==> src/rtl/seq_multiplier.sv <==
`default_nettype none
// ============================================================================
// Module   : seq_multiplier
// Brief    : Iterative radix-2 shift-and-add multiplier, one bit per cycle,
//            valid/ready on operands and product. Define MULT_SIGNED_EN for
//            two's-complement operands and a signed product.
// Revision : 1.0
// ============================================================================
module seq_multiplier #(
  parameter int WIDTH = 8
) (
  input  logic               clk,
  input  logic               rst_n,
  input  logic               in_valid,
  output logic               in_ready,
  input  logic [WIDTH-1:0]   a,
  input  logic [WIDTH-1:0]   b,
  output logic               out_valid,
  input  logic               out_ready,
  output logic [2*WIDTH-1:0] p,
  output logic               busy
);

  localparam int PW = 2 * WIDTH;
  localparam int CW = $clog2(WIDTH);
  localparam logic [CW-1:0] C_LAST = CW'(WIDTH - 1);

  typedef enum logic [1:0] {
    S_IDLE = 2'd0,
    S_BUSY = 2'd1,
    S_DONE = 2'd2
  } state_t;

  state_t          state_q, state_d;
  logic [PW-1:0]   mcand_q, mcand_d;
  logic [PW-1:0]   acc_q, acc_d;
  logic [PW-1:0]   p_q, p_d;
  logic [WIDTH-1:0] mplier_q, mplier_d;
  logic [CW-1:0]   count_q, count_d;
  logic            out_valid_q, out_valid_d;

  logic [WIDTH-1:0] op_a, op_b;
  logic [PW-1:0]    acc_sum;
  logic [PW-1:0]    result;

  assign acc_sum = acc_q + (mplier_q[0] ? mcand_q : {PW{1'b0}});

`ifdef MULT_SIGNED_EN
  logic neg_q, neg_d;

  // Magnitudes are taken as unsigned WIDTH-bit values, so the most negative
  // operand maps cleanly to 2^(WIDTH-1).
  assign op_a   = a[WIDTH-1] ? -a : a;
  assign op_b   = b[WIDTH-1] ? -b : b;
  assign result = neg_q ? -acc_sum : acc_sum;
`else
  assign op_a   = a;
  assign op_b   = b;
  assign result = acc_sum;
`endif

  assign in_ready  = (state_q == S_IDLE) && rst_n;
  assign busy      = (state_q == S_BUSY);
  assign out_valid = out_valid_q;
  assign p         = p_q;

  always_comb begin
    state_d     = state_q;
    mcand_d     = mcand_q;
    mplier_d    = mplier_q;
    acc_d       = acc_q;
    count_d     = count_q;
    p_d         = p_q;
    out_valid_d = out_valid_q;
`ifdef MULT_SIGNED_EN
    neg_d       = neg_q;
`endif
    case (state_q)
      S_IDLE: begin
        if (in_valid && in_ready) begin
          state_d  = S_BUSY;
          mcand_d  = {{WIDTH{1'b0}}, op_a};
          mplier_d = op_b;
          acc_d    = '0;
          count_d  = '0;
`ifdef MULT_SIGNED_EN
          neg_d    = a[WIDTH-1] ^ b[WIDTH-1];
`endif
        end
      end
      S_BUSY: begin
        acc_d    = acc_sum;
        mcand_d  = mcand_q << 1;
        mplier_d = mplier_q >> 1;
        count_d  = count_q + CW'(1);
        if (count_q == C_LAST) begin
          p_d         = result;
          out_valid_d = 1'b1;
          state_d     = S_DONE;
        end
      end
      S_DONE: begin
        if (out_ready) begin
          out_valid_d = 1'b0;
          state_d     = S_IDLE;
        end
      end
      default: state_d = S_IDLE;
    endcase
  end

  always_ff @(posedge clk or negedge rst_n) begin
    if (!rst_n) begin
      state_q     <= S_IDLE;
      mcand_q     <= '0;
      mplier_q    <= '0;
      acc_q       <= '0;
      count_q     <= '0;
      p_q         <= '0;
      out_valid_q <= 1'b0;
`ifdef MULT_SIGNED_EN
      neg_q       <= 1'b0;
`endif
    end else begin
      state_q     <= state_d;
      mcand_q     <= mcand_d;
      mplier_q    <= mplier_d;
      acc_q       <= acc_d;
      count_q     <= count_d;
      p_q         <= p_d;
      out_valid_q <= out_valid_d;
`ifdef MULT_SIGNED_EN
      neg_q       <= neg_d;
`endif
    end
  end

endmodule
`default_nettype wire

==> config.mk <==
export PLATFORM = sky130hd
export DESIGN_NAME = seq_multiplier
export DESIGN_NICKNAME = d
export VERILOG_FILES = /design/src/rtl/seq_multiplier.sv
export SDC_FILE = /design/constraint.sdc
export NUM_CORES = 1
export LEC_CHECK = 0
export ABC_CLOCK_PERIOD_IN_PS = 6640
export CAP_MARGIN = 15
export CORE_ASPECT_RATIO = 1.4
export CORE_MARGIN = 2
export CORE_UTILIZATION = 42
export CTS_BUF_LIST = sky130_fd_sc_hd__clkbuf_4 sky130_fd_sc_hd__clkbuf_8 sky130_fd_sc_hd__clkbuf_16
export DETAILED_ROUTE_END_ITERATION = 6
export GPL_TIMING_DRIVEN = 1
export PLACE_DENSITY_LB_ADDON = 0.12
export SYNTH_ARGS = -nofsm -noshare
export SYNTH_HDL_FRONTEND = slang
export SYNTH_SLANG_ARGS = --single-unit
==> constraint.sdc <==
create_clock -name clk -period 6.64 [get_ports clk]
set_clock_uncertainty 0.05 [all_clocks]
set_input_delay 0.996 -clock clk [delete_from_list [all_inputs] [get_ports clk]]
set_output_delay 0.996 -clock clk [all_outputs]
set_load 0.1 [all_outputs]
==> results_dict.tcl <==
set metrics [dict create \
    status "completed" \
    placed_area_um2 3820 \
    synth.most_common_cell "nand2_1" \
    final_area_um2 4040 \
    critPathMaxFanout 36 \
    post_cts_resized 0 \
    async_flop_share_pct 100 \
    reg2reg_to "p[14]" \
    grt_pass1_wl_um 13600 \
    r2r_cells 6 \
    crit_path_frequent_cell "inv_2" \
    yosysSeqAreaShare_pct 45.8 \
    netlist_area_um2 3390 \
    cts_buffer_depth 2 \
    crit_family "buffers and inverters" \
    maxUsedRoutingLayer "met4" \
    placementRows 38 \
    crit_cells 4 \
    wl_met1_um 3520 \
    start_kind "register" \
    root_buffer "clkbuf_8" \
    cpPeakStageDelay_ns 1.24 \
    finalCritPeriodShare_pct 62.8 \
    crit_path_end_kind "output port" \
    path_buf_inv 3 \
    routabilityCongestion 0.863 \
    yosysTopAreaCellShare_pct 45.8 \
    grt_start_max_net_pins 65 \
    yosysTopAreaCell "dfrtp_1" \
    dp_hpwl_um 5660 \
    utilization_pct 51.8 \
    wl_um 8050 \
    r2r_start "state_q[1]" \
    ant_nets 0 \
    crit_type "register to output port" \
    synth.avg_cell_area_um2 9.04 \
    synth_cell_types 52 \
    holdPathStages 2 \
    synth_edf_count 0 \
    crit_start "state_q[1]" \
    final-hold-violation-count 0 \
    num_vias 2840 \
    clk_pin_slew_ns 0.07 \
    cts.htree.levels 3 \
    fin_crit_ns 4.17 \
    rsz0062_at_grt "no" \
    relSlewSlack_pct 27.0 \
    die_y_um 110 \
    r2r_setup_slack_ns 3.46 \
    tightest_slew_ns 1.09 \
    arrival_ns 3.12 \
    setup.worst_path.end "busy" \
    cts_buffers 9 \
    grt_overflow 0 \
    drt_iter0_drc 178 \
    areaGrowthSynthToFinish_pct 19.2 \
    routed-wl-met3_um 292 \
    syn-num-nets 413 \
    synthCells 375 \
    start_util_pct 43.5 \
    min_from "p[7]" \
    grt_pass1_vias 2805 \
    coreArea_um2 7800 \
    cts_setup_buffers 0 \
    final_nets 444 \
    postCtsHoldBufs 0 \
    die_area_um2 8820 \
    slowest_stage "clkdlybuf4s50_1" \
    hp-class "register to register" \
    wl_met2_um 4040 \
    max_cap_violations 0 \
    die_width_um 79.9 \
    drv_slew 0 \
    synthTopCellsByArea "dfrtp_1 (46%), nand2_1 (7.0%), ha_1 (6.3%)" \
    drive_gt1_share_pct 8.27 \
    antenna_cells 0 \
    port_buffers 38 \
    viasPerCell 5.56 \
    max_freq_mhz 240 \
    clkSinkCount 62 \
    grt_antenna_before_repair 0 \
    required_ns 5.59 \
    synth_ff_type "dfrtp_1" \
    wl_per_cell_um 15.8 \
    yosys_warnings 0 \
    synth_common_cells "nand2_1 (63), dfrtp_1 (62), nor2_1 (35)" \
    ys_seq_elements 62 \
    finalSetupViolations 0 \
    first_pass_iters 7 \
    worstSkewPairLatency_ns 0.35 \
    grt_usage_pct 20.3 \
    path_cells "inv_2 > nand2_2 > inv_2 > clkdlybuf4s50_1" \
    design.portCount 39 \
    tns_ns 0 \
    route.detailed.drc 0 \
    cts_tree "built" \
]
## per-layer routing
metal | vias up | global-route usage, %
li1 | 1413 | -
met2 | 52 | 34.0
met5 | - | 0
met3 | 13 | 4.56
met1 | 1362 | 24.7
met4 | 0 | 9.44
## cells in the final DEF, fill, tap and decap left out, drive strengths merged, types with 2 or more instances in the layout
cell type / Yosys / routed
a211o: 2 / 2
a21o: 3 / 3
a21oi: 20 / 20
a31o: 4 / 4
a32o: 3 / 3
and2: 20 / 20
and3: 2 / 2
buf: 8 / 3
bufinv: 0 / 2
clkbuf: 12 / 12
clkdlybuf4s50: 0 / 37
clkinv: 0 / 2
dfrtp: 62 / 62
ha: 17 / 17
inv: 4 / 4
nand2: 65 / 65
nand3: 12 / 12
nand4: 2 / 2
nor2: 36 / 36
nor3b: 2 / 2
o2111ai: 6 / 6
o211ai: 2 / 2
o21a: 2 / 2
o21ai: 37 / 37
o21bai: 2 / 2
o22ai: 14 / 14
o31a: 4 / 4
o31ai: 2 / 2
or3: 4 / 4
or4: 8 / 8
xnor2: 5 / 5
xor2: 2 / 2
## stage by stage
step	worst slack, ns	instances	hold WS, ns
3_3_place_gp	2.89	495	0.409
6_report	2.47	511	0.424
2_1_floorplan	2.42	375	0.406
3_5_place_dp	2.86	495	0.421
4_1_cts	2.46	511	0.435
5_1_grt	2.27	511	0.449
## cell type report
class	instances	area, um2
inverters	4	15.0
well taps	100	125
clock inverters	4	70.1
fillers	762	3760
multi-input cells	289	1740
clock buffers	12	153
flip-flops and latches	62	1550
repair buffers	40	390
## worst min path at each step
stage               endpoint
finish                  p[7]
global placement        p[0]
CTS                     p[7]
floorplan           acc_q[5]
detailed placement      p[7]
global route            p[7]
## state kept, by name (all words and copies together), names as in the netlist
name and cells:
state_q 2, p 16, out_valid 1, mplier_q 8, count_q 3, mcand_q 16, acc_q 16
## worst register-to-register path, delay by kind of cell, from the launching register on
family | cells | cell delay (ns)
buffers and inverters | 2 | 0.71
flip-flops | 1 | 0.45
AND/OR/NAND/NOR | 4 | 1.89
## cells by family (layout without fill, tap and decap cells)
logic type	Yosys count	count (layout)	share of synthesized area, %
xor+xnor	7	7	1.81
fa+ha+maj	18	18	6.87
buf+inv	24	60	2.99
flops	62	62	45.8
compound gates	109	109	20.9
simple gates	155	155	21.6
Power is not shown: default switching activity piles up to over one toggle a cycle in this logic, so the estimate is an artifact.
